$ cat config.mk
export PLATFORM = sky130hd
export DESIGN_NAME = fp_norm_seq
export DESIGN_NICKNAME = d
export VERILOG_FILES = /design/src/rtl/fp_pkg.sv /design/src/rtl/fp_norm_seq.sv
export SDC_FILE = /design/constraint.sdc
export NUM_CORES = 1
export LEC_CHECK = 0
export CAP_MARGIN = 20
export CELL_PAD_IN_SITES_DETAIL_PLACEMENT = 0
export CELL_PAD_IN_SITES_GLOBAL_PLACEMENT = 2
export CORE_MARGIN = 10
export CORE_UTILIZATION = 32
export CTS_BUF_LIST = sky130_fd_sc_hd__clkbuf_8
export DETAILED_ROUTE_END_ITERATION = 7
export GPL_ROUTABILITY_DRIVEN = 0
export HOLD_SLACK_MARGIN = 0.06
export PLACE_DENSITY = 0.9
export SLEW_MARGIN = 20
export SYNTH_ARGS = -nofsm -noshare
export SYNTH_HDL_FRONTEND = slang
export SYNTH_SLANG_ARGS = --single-unit
$ cat constraint.sdc
create_clock -name clk -period 2.5 [get_ports clk]
set_input_delay 0.5 -clock clk [delete_from_list [all_inputs] [get_ports clk]]
set_output_delay 0.5 -clock clk [all_outputs]
set_load 0.01 [all_outputs]
$ cat src/rtl/fp_pkg.sv
// ============================================================================
// Package     : fp_pkg
// Description : Shared floating-point definitions for the add/sub datapath
//               and the post-normalization sequencer.
// Revision    : 1.0 - initial release
// ============================================================================
`default_nettype none

package fp_pkg;

    localparam int EXP_W   = 8;
    localparam int FRAC_W  = 23;
    localparam int BIAS    = 127;
    localparam int EXP_MAX = 255;

    // Bit positions inside the 3-bit {overflow, underflow, zero} flag word
    localparam int FLAG_ZERO      = 0;
    localparam int FLAG_UNDERFLOW = 1;
    localparam int FLAG_OVERFLOW  = 2;

    typedef enum logic [1:0] {
        IDLE = 2'd0,
        NORM = 2'd1,
        DONE = 2'd2
    } state_t;

endpackage : fp_pkg

`default_nettype wire

$ cat src/rtl/fp_norm_seq.sv
// ============================================================================
// Module      : fp_norm_seq
// Description : Iterative normalizer/packer for raw add/sub results. Takes a
//               sign, pre-normalization exponent and raw (carry+hidden+frac)
//               mantissa, normalizes with at most one shift per cycle and
//               emits a packed IEEE-754 single plus status flags.
// Revision    : 1.0 - initial release
// ============================================================================
`default_nettype none

module fp_norm_seq
    import fp_pkg::*;
#(
    parameter int EXP_W  = fp_pkg::EXP_W,
    parameter int FRAC_W = fp_pkg::FRAC_W
) (
    input  logic                     clk,
    input  logic                     rst_n,
    input  logic                     in_valid,
    output logic                     in_ready,
    input  logic                     in_sign,
    input  logic [EXP_W-1:0]         in_exp,
    input  logic [FRAC_W+1:0]        in_mant,
    output logic                     out_valid,
    input  logic                     out_ready,
    output logic [EXP_W+FRAC_W:0]    out_y,
    output logic [2:0]               out_flags
);

    // Exponent is carried one bit wider so increments/decrements never wrap
    localparam logic [EXP_W:0] c_EXP_ONE = {{EXP_W{1'b0}}, 1'b1};
    localparam logic [EXP_W:0] c_EXP_TOP = {1'b0, {EXP_W{1'b1}}};

    state_t                  r_state, w_state_nxt;
    logic                    r_sign,  w_sign_nxt;
    logic [EXP_W:0]          r_exp,   w_exp_nxt;
    logic [FRAC_W+1:0]       r_mant,  w_mant_nxt;
    logic                    r_special, w_special_nxt;
    logic [EXP_W+FRAC_W:0]   r_y,     w_y_nxt;
    logic [2:0]              r_flags, w_flags_nxt;
    logic [EXP_W:0]          w_exp_inc;

    assign in_ready  = (r_state == IDLE);
    assign out_valid = (r_state == DONE);
    assign out_y     = r_y;
    assign out_flags = r_flags;
    assign w_exp_inc = r_exp + c_EXP_ONE;

    // Next-state and datapath: one normalization decision per NORM cycle
    always_comb begin
        w_state_nxt   = r_state;
        w_sign_nxt    = r_sign;
        w_exp_nxt     = r_exp;
        w_mant_nxt    = r_mant;
        w_special_nxt = r_special;
        w_y_nxt       = r_y;
        w_flags_nxt   = r_flags;

        case (r_state)
            IDLE: begin
                if (in_valid) begin
                    w_sign_nxt    = in_sign;
                    w_exp_nxt     = {1'b0, in_exp};
                    w_mant_nxt    = in_mant;
                    w_special_nxt = &in_exp;
                    w_state_nxt   = NORM;
                end
            end

            NORM: begin
                w_state_nxt = DONE;
                w_flags_nxt = '0;
                if (r_special) begin
                    // Inf/NaN encodings pass straight through
                    w_y_nxt = {r_sign, r_exp[EXP_W-1:0], r_mant[FRAC_W-1:0]};
                end else if (r_mant == '0) begin
                    w_y_nxt                = '0;
                    w_flags_nxt[FLAG_ZERO] = 1'b1;
                end else if (r_mant[FRAC_W+1]) begin
                    // Carry out: single right shift, LSB dropped (truncation)
                    if (w_exp_inc >= c_EXP_TOP) begin
                        w_y_nxt                    = {r_sign, c_EXP_TOP[EXP_W-1:0], {FRAC_W{1'b0}}};
                        w_flags_nxt[FLAG_OVERFLOW] = 1'b1;
                    end else begin
                        w_y_nxt = {r_sign, w_exp_inc[EXP_W-1:0], r_mant[FRAC_W:1]};
                    end
                end else if (r_mant[FRAC_W]) begin
                    w_y_nxt = {r_sign, r_exp[EXP_W-1:0], r_mant[FRAC_W-1:0]};
                end else if (r_exp <= c_EXP_ONE) begin
                    // No exponent left to borrow from: flush to signed zero
                    w_y_nxt                     = {r_sign, {(EXP_W+FRAC_W){1'b0}}};
                    w_flags_nxt[FLAG_UNDERFLOW] = 1'b1;
                    w_flags_nxt[FLAG_ZERO]      = 1'b1;
                end else begin
                    w_mant_nxt  = {r_mant[FRAC_W:0], 1'b0};
                    w_exp_nxt   = r_exp - c_EXP_ONE;
                    w_flags_nxt = r_flags;
                    w_state_nxt = NORM;
                end
            end

            DONE: begin
                if (out_ready) begin
                    w_state_nxt = IDLE;
                end
            end

            default: begin
                w_state_nxt = IDLE;
            end
        endcase
    end

    // State and datapath registers; reset abandons any operation in flight
    always_ff @(posedge clk or negedge rst_n) begin
        if (!rst_n) begin
            r_state   <= IDLE;
            r_sign    <= 1'b0;
            r_exp     <= '0;
            r_mant    <= '0;
            r_special <= 1'b0;
            r_y       <= '0;
            r_flags   <= '0;
        end else begin
            r_state   <= w_state_nxt;
            r_sign    <= w_sign_nxt;
            r_exp     <= w_exp_nxt;
            r_mant    <= w_mant_nxt;
            r_special <= w_special_nxt;
            r_y       <= w_y_nxt;
            r_flags   <= w_flags_nxt;
        end
    end

endmodule : fp_norm_seq

`default_nettype wire

# Word level (Yosys, flattened, before mapping)
# Index checks and enable logic that the tools add are counted.
[word_totals] ff_bits=73 input_bits=38 output_inout_bits=37 elab_cells=70
[classes] add_sub_neg=2 magnitude_cmp=2 eq_ne=9 muxes=37 n_reduce_logical=11
[ops] cell="2-to-1 mux 32 bit" count=5
[ops] cell="2-to-1 mux 25 bit" count=4
[ops] cell="2-to-1 mux 9 bit" count=6
[ops] cell="one-hot mux 25 bit (2 select lines)" count=1
[ops] cell="2-to-1 mux 24 bit" count=2
[ops] cell="2-to-1 mux 31 bit" count=1
[ops] cell="logical NOT 25 bit" count=1
[ops] cell="2-to-1 mux 2 bit" count=10
[ops] cell="one-hot mux 9 bit (2 select lines)" count=1
[ops] cell="inequality test 2 bit (second input constant)" count=6
[ops] cell="adder 9 x 1 -> 9 bit (second input constant)" count=1
[ops] cell=">= comparator 9 x 8 -> 1 bit (second input constant)" count=1
[ops] cell="<= comparator 9 x 1 -> 1 bit (second input constant)" count=1
[ops] cell="subtractor 9 x 1 -> 9 bit (second input constant)" count=1
[ops] cell="AND reduction 8 bit" count=1
[ops] cell="AND reduction 7 bit" count=1
[ops] cell="2-to-1 mux 3 bit" count=2
[ops] cell="one-hot mux 2 bit (3 select lines)" count=1
[ops] cell="AND reduction 2 bit" count=3
[ops] cell="AND reduction 5 bit" count=1
[ops] cell="nonzero test 5 bit" count=1
[ops] cell="2-to-1 mux 1 bit" count=4
[ops] cell="AND reduction 4 bit" count=1
[ops] cell="== test 2 x 1 -> 1 bit (second input constant)" count=1
[ops] cell="4 further kinds" count=4

# Depth between registers and ports, before layout
[logic_depth] ltp_word=7 ltp_mapped=10 mapped_depth_nobuf=8

# Least setup slack after synthesis
# OpenSTA, ideal clock, no wires.
[synth_timing] path_type="flip-flop to flip-flop" startpoint="register r_exp[1]" endpoint="register r_y[10], in the netlist out_y[10]" setup_time_ns=0.133 t_arrival_ns=2.002 required_ns=2.367 path_slack_ns=0.365 stages_incl_launch_ff=10 n_path_buf=2 period_less_slack_ns=2.135 path_cell_list="dfrtp_1 clkbuf_1 inv_1 ha_1 a21oi_1 o31ai_1 a211oi_4 buf_6 a22oi_1 o21ai_0"
[synth_between] elab_chain_cells=6 elab_cells_between_ends=9 classes_between="add/sub (1); order compare (2); mux (4); reduce/logical (2)"
[synth_lines] element="start, declared" line="fp_norm_seq.sv:36" source="logic [EXP_W:0] r_exp, w_exp_nxt;"
[synth_lines] element="start signal, assigned" line="fp_norm_seq.sv:127" source="r_exp <= w_exp_nxt;"
[synth_lines] element="adder 9 x 1 -> 9 bit" line="fp_norm_seq.sv:47" source="assign w_exp_inc = r_exp + c_EXP_ONE;"
[synth_lines] element=">= comparator 9 x 8 -> 1 bit" line="fp_norm_seq.sv:81" source="if (w_exp_inc >= c_EXP_TOP) begin"
[synth_lines] element="2-to-1 mux 31 bit" line="fp_norm_seq.sv:81"
[synth_lines] element="2-to-1 mux 32 bit" line="fp_norm_seq.sv:79" source="end else if (r_mant[FRAC_W+1]) begin"
[synth_lines] element="2-to-1 mux 32 bit" line="fp_norm_seq.sv:76" source="end else if (r_mant == '0) begin"
[synth_lines] element="2-to-1 mux 32 bit" line="fp_norm_seq.sv:73" source="if (r_special) begin"
[synth_lines] element="end signal, assigned" line="fp_norm_seq.sv:130" source="r_y <= w_y_nxt;"
[synth_lines] element="end, declared" line="fp_norm_seq.sv:39" source="logic [EXP_W+FRAC_W:0] r_y, w_y_nxt;"
# Parallel ways exist; a longest one is shown, timed or not.
# A chain may end at the register's enable or synchronous reset.

# Worst setup path in the final report
[layout_timing] startpoint="register r_mant[6]" endpoint="register r_mant[6]"
[layout_between] elab_chain_cells=3
[layout_lines] element="start, declared" line="fp_norm_seq.sv:37" source="logic [FRAC_W+1:0] r_mant, w_mant_nxt;"
[layout_lines] element="start signal, assigned" line="fp_norm_seq.sv:128" source="r_mant <= w_mant_nxt;"
[layout_lines] element="logical NOT 25 bit" line="fp_norm_seq.sv:76"
[layout_lines] element="inequality test 2 bit (no line)"
[layout_lines] element="AND reduction 7 bit (no line)"
# Every way passes these cells.

==> impl_results.md <==
* Outcome: finished, final reports clean
* Worst r2r path cells at 7
* NetSw at 2.810 mW
* Die height at 130.1 um
* Total GRT Usage at between 10 and 15%
* CP Class: reg -> reg
* DRC violations left at 0
* Area of the core at 0.01196 mm2
* Sw Ratio at 42.95%
* Ys async rst share at 100.0%
* DR vias at 3533
* Int Pwr at around 3.7 mW
* Synth Cell Area at between 0.003 and 0.004 mm2
* Largest net degree at the start of global routing at 39
* Worst-path cell chain: nor4_1 > nand4_2 > o21bai_4 > o31a_4 > buf_4 > nand2_1 > nand2_1
* Comb pwr share at between 50% and 60%
* Clock buffer depth at 2
* Hold Buf Count CTS at 0
* Peak supply drop at just under 0.0004 V
* Worst path buffer plus inverter count at 1
* Register Area at between 0.0015 and 0.002 mm2
* Initial Utilization at roughly a third
* Fill count at between 1k and 1.5k
* Layout Skew at between 0.015 and 0.02 ns
* TritonCTS clock tree: built
* Fmax at approximately 430 MHz
* WL per Instance at 17.16 um
* Relative slew slack at between 50% and 60%
* CP Capture Type: flop
* Clock transition at the registers of the reported paths at roughly 0.08 ns
* Post-DP HPWL at between 8 and 9 mm
* Synth-to-layout area growth at 31.60%
* CTS Root Cell: clkbuf_8
* CP max stage cell: nor4_1
* Setup violators final at 0
* Die Footprint at around 0.017 mm2
* Util after Layout at 42.69%
* Total Power at about 6.5 mW
* Layout Cells excl Fill at 666
* Worst slew pin tran at 0.7374 ns
* Vias in the first global route at roughly 3.5k
* Routed wire length at 11.43 mm
* Setup slack, reg-to-reg at around 0.15 ns
* Reg-to-Reg End: r_mant[6]$_DFFE_PN0P_
* Vias/cell at ~5.3
* Maxcap violations at 0
* DR iter-0 viols at 286
* Crit path time final at roughly 2.3 ns
* Mapped Nets at about 480
* Antenna cells at 0
* HP Class: in -> async
* Clk network pwr share at 15.4%
* Ys Warns at 0
* First-pass GRT wire length at 18.42 mm
* TritonCTS sink count at 73
* RSZ-0062 raised after global routing: false
* Clk Latency, worst-skew pair at 0.36 ns
* LEAKAGE at 2.204 nW
* CP required at roughly 2.8 ns
* Critical Path AT at 2.65 ns
* Hold Fails Final Rpt at 0
* Netlist cell types at 54
* I/O Buffers at 74
* Layout cell share with drive strength beyond 1 at ~11%
* TNS Setup at 0 ns
* Reg2reg start: r_mant[6]$_DFFE_PN0P_
* Initial antenna violation count at 0
* Gate count of the mapped netlist at around 440
* Syn_area_per_cell at 8.899 um2
* H-tree depth at 3
* PwrDens at roughly 1300 mW/mm2
* IO Count at 75
* Worst path max stage delay at approximately 0.60 ns
* Num rows at 40
* Ys flop type: dfrtp_1
* Crit path top cell by count: nand2_1
* Post-DRT Antenna Nets at 0
* FF+latch count, synth at 73
* Fin crit share at 93.99%
* Crit path max fanout at 21
* TritonRoute pass-1 iters at 5
* Count of final max-slew check failures at 0
* Sequential power share at about 34%
* Footprint of the multi-input gates at roughly 0.0018 mm2
* Crit path max-delay family: simple AND/OR/NAND/NOR gates
* Die W at ~130 um
* GRT overflow at 0
* Total CTS buffers at 9
* Setup crit start kind: flop
* Seq/Total Area, Yosys at a little under half
* Dpl cells at 649
* NumNets Final at 557
* Number of flops mapped to enable cells by yosys at 0
## sequential cells by signal (all words and copies together), names as in the netlist
signal,cells
out_flags,3
out_y,32
r_exp,9
r_mant,25
r_sign,1
r_special,1
r_state,2
## synth_stat cells, types with 4 or more instances
| master | instances | area (um2) |
|---|---|---|
| o22ai_1 | 8 | 50.05 |
| inv_1 | 7 | 26.28 |
| ha_1 | 4 | 50.05 |
| a22oi_1 | 46 | 345.3 |
| nor2_1 | 23 | 86.33 |
| nor4_1 | 6 | 37.54 |
| nand3_1 | 5 | 25.02 |
| buf_6 | 4 | 45.04 |
| nand2_1 | 103 | 386.6 |
| buf_2 | 15 | 75.07 |
| dfrtp_1 | 73 | 1827 |
| o21ai_1 | 8 | 40.04 |
| o21ai_0 | 35 | 175.2 |
| o31ai_1 | 6 | 45.04 |
| a21oi_1 | 13 | 65.06 |
| nand4_1 | 4 | 25.02 |
| clkbuf_1 | 14 | 52.55 |
| a31oi_1 | 9 | 56.30 |
| nor3_1 | 5 | 25.02 |
## final cells by class
class,count,area share [%]
Multi-Input combinational cell,320,36.14
Sequential cell,73,35.78
Timing Repair Buffer,103,19.70
Tap cell,147,3.602
Clock buffer,9,2.426
Clock inverter,6,1.666
Inverter,8,0.6861
## power by group through the flow
| stage | Sequential, mW | Clock [mW] | Combinational (mW) |
|---|---|---|---|
| 3_5_place_dp | 2.24 | 0 | 3.21 |
| 2_1_floorplan | 2.12 | 0 | 2.09 |
| 3_3_place_gp | 2.22 | 0 | 3.15 |
| 6_report | 2.23 | 1.01 | 3.30 |
| 5_1_grt | 2.32 | 1.07 | 3.70 |
| 4_1_cts | 2.22 | 1.03 | 3.27 |
## worst max path at each step
stage	endpoint	depth (start not counted)	slack, ns	from
floorplan	out_y[10]$_DFFE_PN0P_	9	0.36	r_exp[1]$_DFFE_PN0P_
global placement	out_y[5]$_DFFE_PN0P_	7	0.04	r_exp[0]$_DFFE_PN0P_
detailed placement	out_y[1]$_DFFE_PN0P_	7	0.009	r_exp[0]$_DFFE_PN0P_
CTS	out_y[22]$_DFFE_PN0P_	7	0.04	r_exp[0]$_DFFE_PN0P_
global route	out_y[17]$_DFFE_PN0P_	7	0.005	r_exp[1]$_DFFE_PN0P_
finish	r_mant[6]$_DFFE_PN0P_	7	0.15	r_mant[6]$_DFFE_PN0P_
## metal layers
| metal | share of wire, % | global-route usage [%] | up-vias |
|---|---|---|---|
| met3 | 6.9 | 3.611 | 21 |
| met1 | 45 | 17.76 | 1672 |
| met4 | 2.5 | 6.085 | 0 |
| met2 | 46 | 21.07 | 104 |
| met5 | 0 | 0 | - |
| li1 | - | - | 1736 |
## cell families after synthesis
kind of cell / count (synthesis) / synth area share (%)
xor gates and xnor gates: 2 / 0.4515
DFF: 73 / 47.08
and+or+nand+nor: 164 / 18.64
buffers and inverters: 44 / 6.192
AOI/OAI and AO/OA: 147 / 25.83
muxes: 2 / 0.5160
adders and majority gates: 4 / 1.290
## timing repair
item / in CTS / in global routing
endpoints found under the setup margin: 20 / 22
buffers inserted: 0 / 1
cloned: 1 / 0
gates resized for setup: 0 / 2
pin swaps: 1 / 1
endpoints found under the hold margin: 0 / 0
## stage by stage
step	hold WS (ns)	setup slack, ns	area [um2]
after floorplan	0.2044	0.3649	3880
after global placement	0.4644	0.04224	4852
after detailed placement	0.4704	0.009061	4852
after CTS	0.1284	0.03602	5074
after global routing	0.1513	0.004911	5106
final	0.1111	0.1502	5106
## worst register-to-register path: stages (launching register included)
cell,delay (ns)
dfrtp_1,0.44
nor4_1,0.60
nand4_2,0.25
o21bai_4,0.34
o31a_4,0.24
buf_4,0.26
nand2_1,0.09
nand2_1,0.07
## cell usage in the layout (no fill, tap or decap), drive strengths merged, types with 3 or more instances in the layout
master,instances
nand2,103
clkdlybuf4s50,73
dfrtp,73
a22oi,46
o21ai,45
buf,30
nor2,23
a21oi,15
a31oi,9
clkbuf,9
inv,9
o22ai,8
nor4,6
nor3,6
o31ai,6
nand3,5
nand4,5
ha,4
nand2b,3
nor2b,3
Note: power is estimated with default switching activity, not from simulation.
